==> src/rtl/fb_pkg.sv <==
// Shared constants, types and helpers for the frame-buffer port A scheduler.
package fb_pkg;

    localparam int unsigned FB_W      = 256;
    localparam int unsigned FB_H      = 240;
    localparam int unsigned PIX_W     = 3;
    localparam int unsigned ADDR_W    = 17;
    localparam int unsigned FB_PIXELS = FB_H * 256;

    typedef logic [PIX_W-1:0]  pixel_t;
    typedef logic [7:0]        coord_t;
    typedef logic [ADDR_W-1:0] fb_addr_t;

    typedef enum logic [1:0] {IDLE, CLEAR, DONE} sched_state_t;

    // Linear address y*256 + x; upper (page) bits left at zero.
    function automatic fb_addr_t fb_pack_addr(input coord_t x, input coord_t y);
        return {{(ADDR_W-16){1'b0}}, y, x};
    endfunction

    function automatic logic fb_y_in_range(input coord_t y);
        return y < coord_t'(FB_H);
    endfunction

endpackage

==> src/rtl/fb_clear_seq.sv <==
// Screen-clear address counter with terminal-count flag on the last visible pixel.
module fb_clear_seq
    import fb_pkg::*;
(
    input  logic     clock,
    input  logic     reset_n,
    input  logic     start,
    input  logic     enable,
    output fb_addr_t addr,
    output logic     last
);

    localparam logic [15:0] LAST_IDX = 16'(FB_PIXELS - 1);

    logic [15:0] count_q;

    // Counter restarts on start, advances once per enabled cycle, wraps after the last pixel.
    always_ff @(posedge clock or negedge reset_n) begin
        if (!reset_n) begin
            count_q <= '0;
        end else if (start) begin
            count_q <= '0;
        end else if (enable) begin
            count_q <= last ? 16'd0 : count_q + 16'd1;
        end
    end

    assign last = (count_q == LAST_IDX);
    assign addr = fb_addr_t'(count_q);

endmodule

==> src/rtl/fb_port_a_sched.sv <==
// Port A scheduler: round-robin plot/read arbitration plus an exclusive screen-clear
// sequencer, driving a 1-cycle-latency frame-buffer port.
// Optional feature: define FB_DOUBLE_BUFFER_EN for front/back page swapping on vblank.
module fb_port_a_sched
    import fb_pkg::*;
(
    input  logic     clock,
    input  logic     reset_n,
    input  logic     wr_valid,
    output logic     wr_ready,
    input  coord_t   wr_x,
    input  coord_t   wr_y,
    input  pixel_t   wr_pix,
    input  logic     rd_valid_in,
    output logic     rd_ready,
    input  coord_t   rd_x,
    input  coord_t   rd_y,
    output logic     rd_valid,
    output pixel_t   rd_data,
    input  logic     clear_start,
    input  pixel_t   clear_pix,
    output logic     busy,
    output logic     clear_done,
`ifdef FB_DOUBLE_BUFFER_EN
    input  logic     swap_req,
    input  logic     vblank,
    output logic     disp_page,
`endif
    output logic     mem_we,
    output fb_addr_t mem_addr,
    output pixel_t   mem_din,
    input  pixel_t   mem_dout
);

    sched_state_t state_q, state_d;
    logic         last_rd_q;      // 1 when the most recent grant went to the reader
    pixel_t       clr_pix_q;
    logic         clr_start, clr_en, clr_last;
    fb_addr_t     clr_addr;
    fb_addr_t     page_mask;
    logic         arb_open;

    logic         mem_we_q, mem_we_d;
    fb_addr_t     mem_addr_q, mem_addr_d;
    pixel_t       mem_din_q, mem_din_d;

    logic         rd_p0_q, rd_p0_oob_q, rd_p1_q, rd_p1_oob_q;
    logic         rd_valid_q;
    pixel_t       rd_data_q;

    fb_clear_seq u_clear_seq (
        .clock   (clock),
        .reset_n (reset_n),
        .start   (clr_start),
        .enable  (clr_en),
        .addr    (clr_addr),
        .last    (clr_last)
    );

`ifdef FB_DOUBLE_BUFFER_EN
    logic disp_page_q, swap_pend_q, swap_now;

    assign swap_now = vblank && swap_pend_q && (state_q != CLEAR);

    // Sticky swap request; page flips on the first vblank clock outside a clear.
    always_ff @(posedge clock or negedge reset_n) begin
        if (!reset_n) begin
            disp_page_q <= 1'b0;
            swap_pend_q <= 1'b0;
        end else begin
            swap_pend_q <= swap_req | (swap_pend_q & ~swap_now);
            if (swap_now) begin
                disp_page_q <= ~disp_page_q;
            end
        end
    end

    assign disp_page = disp_page_q;
    assign page_mask = {~disp_page_q, {(ADDR_W-1){1'b0}}};
`else
    assign page_mask = '0;
`endif

    // State register.
    always_ff @(posedge clock or negedge reset_n) begin
        if (!reset_n) begin
            state_q <= IDLE;
        end else begin
            state_q <= state_d;
        end
    end

    // Next-state logic and clear counter control.
    always_comb begin
        state_d   = state_q;
        clr_start = 1'b0;
        clr_en    = 1'b0;
        unique case (state_q)
            IDLE: begin
                if (clear_start) begin
                    state_d   = CLEAR;
                    clr_start = 1'b1;
                end
            end
            CLEAR: begin
                clr_en = 1'b1;
                if (clr_last) begin
                    state_d = DONE;
                end
            end
            DONE:    state_d = IDLE;
            default: state_d = IDLE;
        endcase
    end

    // Round-robin grant; clear_start pre-empts both requesters in the same cycle.
    always_comb begin
        arb_open = reset_n && (state_q == IDLE) && !clear_start;
        wr_ready = arb_open && wr_valid && (!rd_valid_in || last_rd_q);
        rd_ready = arb_open && rd_valid_in && (!wr_valid || !last_rd_q);
    end

    // Next memory command: clear write, plot write, read, or hold with we low.
    always_comb begin
        mem_we_d   = 1'b0;
        mem_addr_d = mem_addr_q;
        mem_din_d  = mem_din_q;
        if (state_q == CLEAR) begin
            mem_we_d   = 1'b1;
            mem_addr_d = clr_addr | page_mask;
            mem_din_d  = clr_pix_q;
        end else if (wr_ready) begin
            mem_we_d   = fb_y_in_range(wr_y);
            mem_addr_d = fb_pack_addr(wr_x, wr_y) | page_mask;
            mem_din_d  = wr_pix;
        end else if (rd_ready) begin
            mem_addr_d = fb_pack_addr(rd_x, rd_y) | page_mask;
        end
    end

    // Registered memory command, arbitration pointer and clear colour.
    always_ff @(posedge clock or negedge reset_n) begin
        if (!reset_n) begin
            mem_we_q   <= 1'b0;
            mem_addr_q <= '0;
            mem_din_q  <= '0;
            last_rd_q  <= 1'b1;
            clr_pix_q  <= '0;
        end else begin
            mem_we_q   <= mem_we_d;
            mem_addr_q <= mem_addr_d;
            mem_din_q  <= mem_din_d;
            if (wr_ready) begin
                last_rd_q <= 1'b0;
            end else if (rd_ready) begin
                last_rd_q <= 1'b1;
            end
            if (clr_start) begin
                clr_pix_q <= clear_pix;
            end
        end
    end

    // Read return pipeline: accept, memory sample, data capture; out-of-range reads return 0.
    always_ff @(posedge clock or negedge reset_n) begin
        if (!reset_n) begin
            rd_p0_q     <= 1'b0;
            rd_p0_oob_q <= 1'b0;
            rd_p1_q     <= 1'b0;
            rd_p1_oob_q <= 1'b0;
            rd_valid_q  <= 1'b0;
            rd_data_q   <= '0;
        end else begin
            rd_p0_q     <= rd_ready;
            rd_p0_oob_q <= rd_ready && !fb_y_in_range(rd_y);
            rd_p1_q     <= rd_p0_q;
            rd_p1_oob_q <= rd_p0_oob_q;
            rd_valid_q  <= rd_p1_q;
            if (rd_p1_q) begin
                rd_data_q <= rd_p1_oob_q ? '0 : mem_dout;
            end
        end
    end

    assign mem_we     = mem_we_q;
    assign mem_addr   = mem_addr_q;
    assign mem_din    = mem_din_q;
    assign rd_valid   = rd_valid_q;
    assign rd_data    = rd_data_q;
    assign busy       = (state_q == CLEAR);
    assign clear_done = (state_q == DONE);

endmodule

==> config.mk <==
export PLATFORM = sky130hd
export DESIGN_NAME = fb_port_a_sched
export DESIGN_NICKNAME = d
export VERILOG_FILES = /design/src/rtl/fb_pkg.sv /design/src/rtl/fb_clear_seq.sv /design/src/rtl/fb_port_a_sched.sv
export SDC_FILE = /design/constraint.sdc
export NUM_CORES = 1
export LEC_CHECK = 0
export BUFFER_PORTS_ARGS = -buffer_cell sky130_fd_sc_hd__buf_2
export CORE_MARGIN = 1
export CORE_UTILIZATION = 40
export CTS_CLUSTER_DIAMETER = 30
export CTS_CLUSTER_SIZE = 25
export DETAILED_ROUTE_END_ITERATION = 16
export GPL_TIMING_DRIVEN = 0
export PLACE_DENSITY = 0.68
export SYNTH_ARGS = -nofsm -noshare
export SYNTH_HDL_FRONTEND = slang
export SYNTH_SLANG_ARGS = --single-unit
==> constraint.sdc <==
create_clock -name clock -period 3 [get_ports clock]
set_input_delay 0.45 -clock clock [delete_from_list [all_inputs] [get_ports clock]]
set_output_delay 0.45 -clock clock [all_outputs]
set_load 0.05 [all_outputs]
## Word level (Yosys, flattened, before mapping)

Cells that the tools add are included.

- Flip-flop bits (word level): 51
- Output and inout port bits: 29
- Input bits: 46
- Logic and storage cells: 60

- $add $sub $neg: 1
- $lt $le $gt $ge: 2
- Multiplexer cells: 19
- Eq/ne operators: 5
- Reductions and logical operators: 20

Operators by type and width:

| kind | count |
|---|---|
| 17-bit 2-to-1 mux | 3 |
| 16-bit 2-to-1 mux | 3 |
| 16-bit by 1-bit adder with 16-bit output, second input constant | 1 |
| 16-bit == test, second input constant | 1 |
| 8-bit less-than comparator, second input constant | 2 |
| 3-bit 2-to-1 mux | 3 |
| 1-bit logical AND | 7 |
| 1-bit 2-to-1 mux | 7 |
| 2-bit nonzero test | 3 |
| 1-bit zero test | 5 |
| 2-bit 2-to-1 mux | 2 |
| 2-bit case mux with 2 select lines | 1 |
| 3-bit nonzero test | 1 |
| 2-bit by 1-bit == test with 1-bit output, second input constant | 1 |
| 2-bit == test, second input constant | 1 |
| 2-bit zero test | 1 |
| 1-bit logical OR | 2 |
| 2-bit by 1-bit != test with 1-bit output, second input constant | 1 |
| 2-bit != test, second input constant | 1 |
| 2-bit AND reduction | 1 |

## Logic depth before layout (Yosys ltp)

Gate-level depths: netlist of run 1.

- Depth after elaboration: 8
- Gate-level depth with buffers: 7
- Depth with buffers taken out: 5

## Hierarchy

A second synthesis of run 1 with hierarchy kept.

- Cells, all modules: 242
- Area, all modules: 2,507.4 um2

Modules (own cells, without submodules):

| module | instances | cells an instance | area an instance (um2) |
|---|---|---|---|
| fb_port_a_sched | 1 | 153 | 1,636.6 |
| fb_clear_seq | 1 | 89 | 870.8 |

## Worst setup path before layout of run 1

OpenSTA, ideal clock, no wires.

- Kind: input to output
- Start: input port clear_start
- End: output port rd_ready
- Path buffers: 0
- Cell stages on the path: 3
- Slack: 0.831 ns
- Data arrival time: 1.719 ns
- Path through: nor4b_2 nand2_1 a21oi_1

- Longest elaborated chain between the ends: 4

RTL lines:

| what | RTL line | source |
|---|---|---|
| start, declared | fb_port_a_sched.sv:20 | `input logic clear_start,` |
| 1-bit zero test | fb_port_a_sched.sv:118 | `arb_open = reset_n && (state_q == IDLE) && !clear_start;` |
| 1-bit logical AND | fb_port_a_sched.sv:118 |  |
| 1-bit logical AND (2 in a row) | fb_port_a_sched.sv:120 | `rd_ready = arb_open && rd_valid_in && (!wr_valid \|\| !last_rd_q);` |
| end, declared | fb_port_a_sched.sv:15 | `output logic rd_ready,` |

No other way between the ends.

## Worst setup path in the final report of run 1

- Start: input port reset_n
- End: output port wr_ready

- Longest elaborated chain between the ends: 4

RTL lines:

| what | RTL line | source |
|---|---|---|
| start, declared | fb_port_a_sched.sv:8 | `input logic reset_n,` |
| 1-bit logical AND (2 in a row) | fb_port_a_sched.sv:118 |  |
| 1-bit logical AND (2 in a row) | fb_port_a_sched.sv:119 | `wr_ready = arb_open && wr_valid && (!rd_valid_in \|\| last_rd_q);` |
| end, declared | fb_port_a_sched.sv:10 | `output logic wr_ready,` |

No other way between the ends.

==> results of run 1 <==
## timing repair
action | in CTS | in global routing
endpoints found under the setup margin | 2 | 0
gates resized for setup | 1 | 0
hold buffers | 0 | 0
## final cells by class
cell class / count / share of cell area
flip-flops and latches: 50 / 0.399
multi-input cells: 178 / 0.370
repair buffers: 73 / 0.117
plain buffers: 16 / 0.0351
well taps: 75 / 0.0299
clock buffers: 5 / 0.0219
clock inverters: 3 / 0.0152
inverters: 9 / 0.0108
## per-stage QoR
step,power (µW),hold slack [ns],setup TNS (ns),utilization,cell area [µm²]
after floorplan,711,0.154,0,-,2560
after global placement,759,0.336,-0.256,0.498,3020
after detailed placement,760,0.335,-0.306,0.498,3020
after CTS,1250,0.191,0,0.517,3140
after global routing,1280,0.215,0,0.517,3140
final,1240,0.171,0,0.517,3140
## per-layer routing
metal | global-route usage | vias to the layer above
met5 | 0 | -
met1 | 0.269 | 1102
li1 | - | 1111
met3 | 0.0344 | 4
met2 | 0.348 | 76
met4 | 0.0614 | 0
## kinds of logic (layout without fill, tap and decap cells)
kind of cell / count (synthesis) / in the layout
adders and majority gates: 1 / 1
muxes: 22 / 22
AOI/OAI and AO/OA: 77 / 77
other: 1 / 1
buffers and inverters: 25 / 106
xor gates and xnor gates: 1 / 1
and+or+nand+nor: 76 / 76
DFF: 50 / 50
## placed cells by master (no fill, tap or decap), types with 4 or more instances in the layout
cell and count:
a21oi_1 6, a31oi_1 14, and4_1 5, buf_2 76, buf_6 4, clkbuf_1 6, clkbuf_8 5, dfrtp_1 49
inv_1 8, mux2i_1 19, nand2_1 33, nand2b_1 4, nand3_1 9, nand3b_1 5, nand4_1 4, o211ai_1 16
o21ai_0 25
## how the worst max path moves through the flow
stage / from / end / cells after the start
after detailed placement: reset_n / wr_ready / 6
after floorplan: clear_start / rd_ready / 3
after CTS: reset_n / wr_ready / 6
final: reset_n / wr_ready / 6
after global routing: reset_n / wr_ready / 6
after global placement: reset_n / wr_ready / 6
## report_power, final
group | switching [µW] | internal (µW)
sequential | 1.36 | 676
combinational | 39.1 | 29.6
clock | 237 | 253
## Yosys cell counts, types with 5 or more instances
| master | number | area, µm² |
|---|---|---|
| a31oi_1 | 14 | 87.6 |
| and4_1 | 5 | 43.8 |
| nand3_1 | 9 | 45.0 |
| o21ai_0 | 25 | 125 |
| dfrtp_1 | 49 | 1230 |
| nand2_1 | 33 | 124 |
| inv_1 | 8 | 30.0 |
| mux2i_1 | 19 | 190 |
| a21oi_1 | 6 | 30.0 |
| nand3b_1 | 5 | 37.5 |
| o211ai_1 | 16 | 120 |
| clkbuf_1 | 6 | 22.5 |
## registers in the layout, indices dropped and copies added, names as in the netlist, 2 cells and up
signal               flops
mem_din                  3
clr_pix_q                3
mem_addr                16
state_q                  2
u_clear_seq.count_q     16
rd_data                  3
## worst register-to-register path: stages (launching register included)
cell,delay (ns)
dfrtp_1,0.44
ha_1,0.27
nand4_1,0.26
or4_1,0.49
buf_6,0.17
nand2_1,0.29
o211ai_1,0.16
==> flow_summary.ini, run 1 <==
[run_status]
status = completed

[yosys]
syn_area_per_cell_um2 = 10.1
synth_fa_ha_area_frac = 0.00489
synth-seq-cells = 50
async_flop_share = 1.00
synthFlopType = dfrtp_1
synth-edff-count = 0
synth_top_family_by_area = compound AO/OA/AOI/OAI gates
ys_warn_count = 0
synthCells = 253
synthMuxAreaShare = 0.0876
synth_area_mm2 = 0.00256
synth_nets = 300
yosys.area_share.xor_xnor = 0.00342
yosys.area_share.simple = 0.164
yosysSeqAreaShare = 0.490
synth_compound_area_frac = 0.193
synth_cell_types = 45

[routing]
via_count = 2293
route.detailed.drc = 0
postRouteAntennaNets = 0
wl_met3_um = 313
viasPerCell = 5.61
top_layer_used = met4
drtIter0Drc = 157
dr_wl_met2_um = 3140
wl_um = 6450
drt-pass1-iter-count = 4
drt-met1-wl_um = 2960
wl_per_cell_um = 15.8

[setup_path]
r2r_cells = 6
end_kind = output pin
critPathKind = input pin to output pin
crit_buf_inv = 4
start_kind = input pin
r2r_slack_ns = 0.79
critPathRequiredTime_ns = 2.55
cp_top_family = buffers and inverters
timing.rr.end = u_clear_seq.count_q[9]
crit_path_max_incr_delay_ns = 0.52
cp.arrival_ns = 2.31
reg2reg_from = u_clear_seq.count_q[0]
worst_path_most_repeated_cell = buf_2
crit_chain = buf_4 > nor4b_2 > nand3_1 > buf_2 > inv_1 > buf_2
crit_fanout = 52
slowest_stage = nor4b_2

[cts]
h-tree-depth = 2
post_cts_buffers = 0
clock-root-buffer = clkbuf_8
clk_latency_ns = 0.30
clk_pin_slew_ns = 0.10
cts_buffers = 5
cts.sinks = 50
cts_tree = yes
cts.path.max_buffers = 2

[place]
place_inst = 401
place_congestion = 0.851
io_buffers = 73
pre_cts_ws_ns = -0.230
dpl.hpwl_um = 4660

[pwr]
power_leakage_uw = 0.00160
power_density_mw_per_mm2 = 394
peakVddDrop_mv = 0.299

[sta]
setup_slack_ns = 0.243
max_clock_freq_mhz = 363
worstMarginPinSlew_ns = 0.784
finalSetupViolCount = 0
grt_setup_unrepaired = no
layout_min_cycle_time_ns = 2.76
min_period_over_period = 0.919
max_slew_margin = 0.477
slew_violations = 0
finalHoldViolCount = 0
skew_ns = 0.00731

[final_layout]
fillers = 575
multi_input_area_mm2 = 0.00116
diodes = 0
register_area_mm2 = 0.00125
fin_nets = 380
finalNonFillerCells = 409
area_delta_synth_final_pct = 22.6
drive_gt1_frac = 0.305

[flow_run]
drv_cap = 0

[floorplanning]
io_pins = 75
die_width_um = 82.0
initial_core_util = 0.422
core_area_mm2 = 0.00606
fp-row-count = 28
die_h_um = 82.0
dieArea_mm2 = 0.00672

[global_route]
grt_max_degree = 53
grt_pass1_wl_um = 10400
grt_pass1_vias = 2257
grt-ovfl-total = 0
antenna_found_initial = 0
track_usage = 0.206

[hold_path]
hp-class = input pin to async pin
No activity file was read; power rests on OpenSTA's default activity.
==> run 2, diff against run 1 <==
Settings changed: PLACE_DENSITY 0.68 to not set, PLACE_DENSITY_LB_ADDON set to 0.15.
==> run 2 against run 1 <==
  * Hold slack lost 0.094 ns
  * Total power shrank 6.6%
  * Core utilization shrank 0.29 points
  * Routed wire length shrank 0.96%
  * Maximum frequency grew 4.4%
  * Combinational power is essentially flat
  * Critical path depth is the same
  * Register-to-register slack gained 0.02 ns
  * Largest cell class unchanged
  * Highest routed layer unchanged
==> flow_summary.ini, run 2 (synthesis gave the netlist of run 1 again) <==
[run_status]
status = completed

[final_layout]
fillers = 558
finalNonFillerCells = 409
diodes = 0
area_delta_synth_final_pct = 21.9
layout_common_cells = buf_2, dfrtp_1, nand2_1
drive_gt1_frac = 0.305
final_common_cell = buf_2
fin_nets = 380

[routing]
viasPerCell = 5.53
drt-met1-wl_um = 3130
wl_um = 6380
wl_met3_um = 330
drt-pass1-iter-count = 4
route.detailed.drc = 0
postRouteAntennaNets = 0
drtIter0Drc = 137
via_count = 2263
top_layer_used = met4
wl_per_cell_um = 15.6
dr_wl_met2_um = 2870

[sta]
finalSetupViolCount = 0
max_clock_freq_mhz = 379
slew_violations = 0
skew_ns = 0.00700
max_slew_margin = 0.463
finalHoldViolCount = 0
worstMarginPinSlew_ns = 0.805
setup-tns-final_ns = 0
holdWs_ns = 0.0763
layout_min_cycle_time_ns = 2.64
min_period_over_period = 0.880
grt_setup_unrepaired = no

[setup_path]
start_kind = input pin
cp.arrival_ns = 2.19
critPathKind = input pin to output pin
end_kind = output pin
crit_fanout = 52
critPathRequiredTime_ns = 2.55

[cts]
clock-root-buffer = clkbuf_8
clk_latency_ns = 0.30
cts_buffers = 5
h-tree-depth = 2
cts.sinks = 50
cts.path.max_buffers = 2
clk_pin_slew_ns = 0.09
post_cts_buffers = 0
ctsHoldBuffers = 0
cts_tree = yes

[floorplanning]
die_h_um = 82.0
die_width_um = 82.0
io_pins = 75
initial_core_util = 0.422
core_area_mm2 = 0.00606
fp-row-count = 28
dieArea_mm2 = 0.00672

[global_route]
antenna_found_initial = 0
grt_pass1_wl_um = 10500
track_usage = 0.209
grt_max_degree = 53
grt_pass1_vias = 2096
grt-ovfl-total = 0

[hold_path]
hp-class = input pin to async pin

[place]
dpl.hpwl_um = 4620
io_buffers = 73
place_inst = 401
place_congestion = 0.824

[pwr]
power_density_mw_per_mm2 = 370
peakVddDrop_mv = 0.253
total_power_uw = 1150
power_leakage_uw = 0.00159

[flow_run]
drv_cap = 0
## run 2: changes by cell type in the layout (fill, tap and decap cells not counted)
cell	change
clkinv_4	-1
buf_6	+1
bufinv_16	-1
clkbuf_8	+1
buf_4	-1
clkinvlp_4	+1
inv_6	-1
clkinv_2	+1
## run 2: worst paths after layout
check / startpoint / end / slack [ns] / cells after the start
worst max-delay path: reset_n / wr_ready / 0.36 / 6
worst min-delay path: reset_n / rd_valid / 0.08 / 1
worst max register to register: u_clear_seq.count_q[1] / u_clear_seq.count_q[11] / 0.81 / 6
worst min register to register: rd_p0_oob_q / rd_p1_oob_q / 0.36 / 0
max in group asynchronous: reset_n / last_rd_q / 2.58 / 1
min in group clock: rd_p0_oob_q / rd_p1_oob_q / 0.36 / 0
## run 2: critical path, stage by stage
cell and delay (ns):
buf_6 0.37, nor4b_2 0.49, nand3_1 0.25, buf_2 0.28, inv_1 0.08, buf_2 0.25
## run 2: stage by stage
step	instance area, µm²	setup WS (ns)	utilization
6_report	3120	0.359	0.514
5_1_grt	3120	0.145	0.514
4_1_cts	3110	0.170	0.514
3_5_place_dp	3020	-0.225	0.498
3_3_place_gp	3020	-0.220	0.498
2_1_floorplan	2560	0.831	-
## run 2: timing repair
| action | in CTS | in global routing |
|---|---|---|
| gates resized for setup | 1 | 1 |
| pin swaps | 0 | 0 |
| setup endpoints to repair | 1 | 1 |
## run 2: layer usage
| metal | vias up | track usage |
|---|---|---|
| met4 | 0 | 0.0474 |
| met1 | 1080 | 0.296 |
| met2 | 67 | 0.331 |
| met3 | 5 | 0.0378 |
| met5 | - | 0 |
| li1 | 1111 | - |
## run 2: final cells by class
cell class / instances / area [µm²] / area share
repair buffers: 73 / 372 / 0.119
inverters: 9 / 33.8 / 0.0108
well taps: 75 / 93.8 / 0.0301
clock inverters: 2 / 12.5 / 0.00401
flip-flops and latches: 50 / 1250 / 0.402
multi-input cells: 178 / 1160 / 0.372
clock buffers: 6 / 82.6 / 0.0265
plain buffers: 16 / 110 / 0.0353
## run 2: report_power, final
group,switching (µW),internal [µW],total [µW],leakage (µW)
Clock,224,186,409,0.0000472
Sequential,1.28,676,677,0.000637
Combinational,38.3,30.1,68.4,0.000901
Total,263,892,1150,0.00159
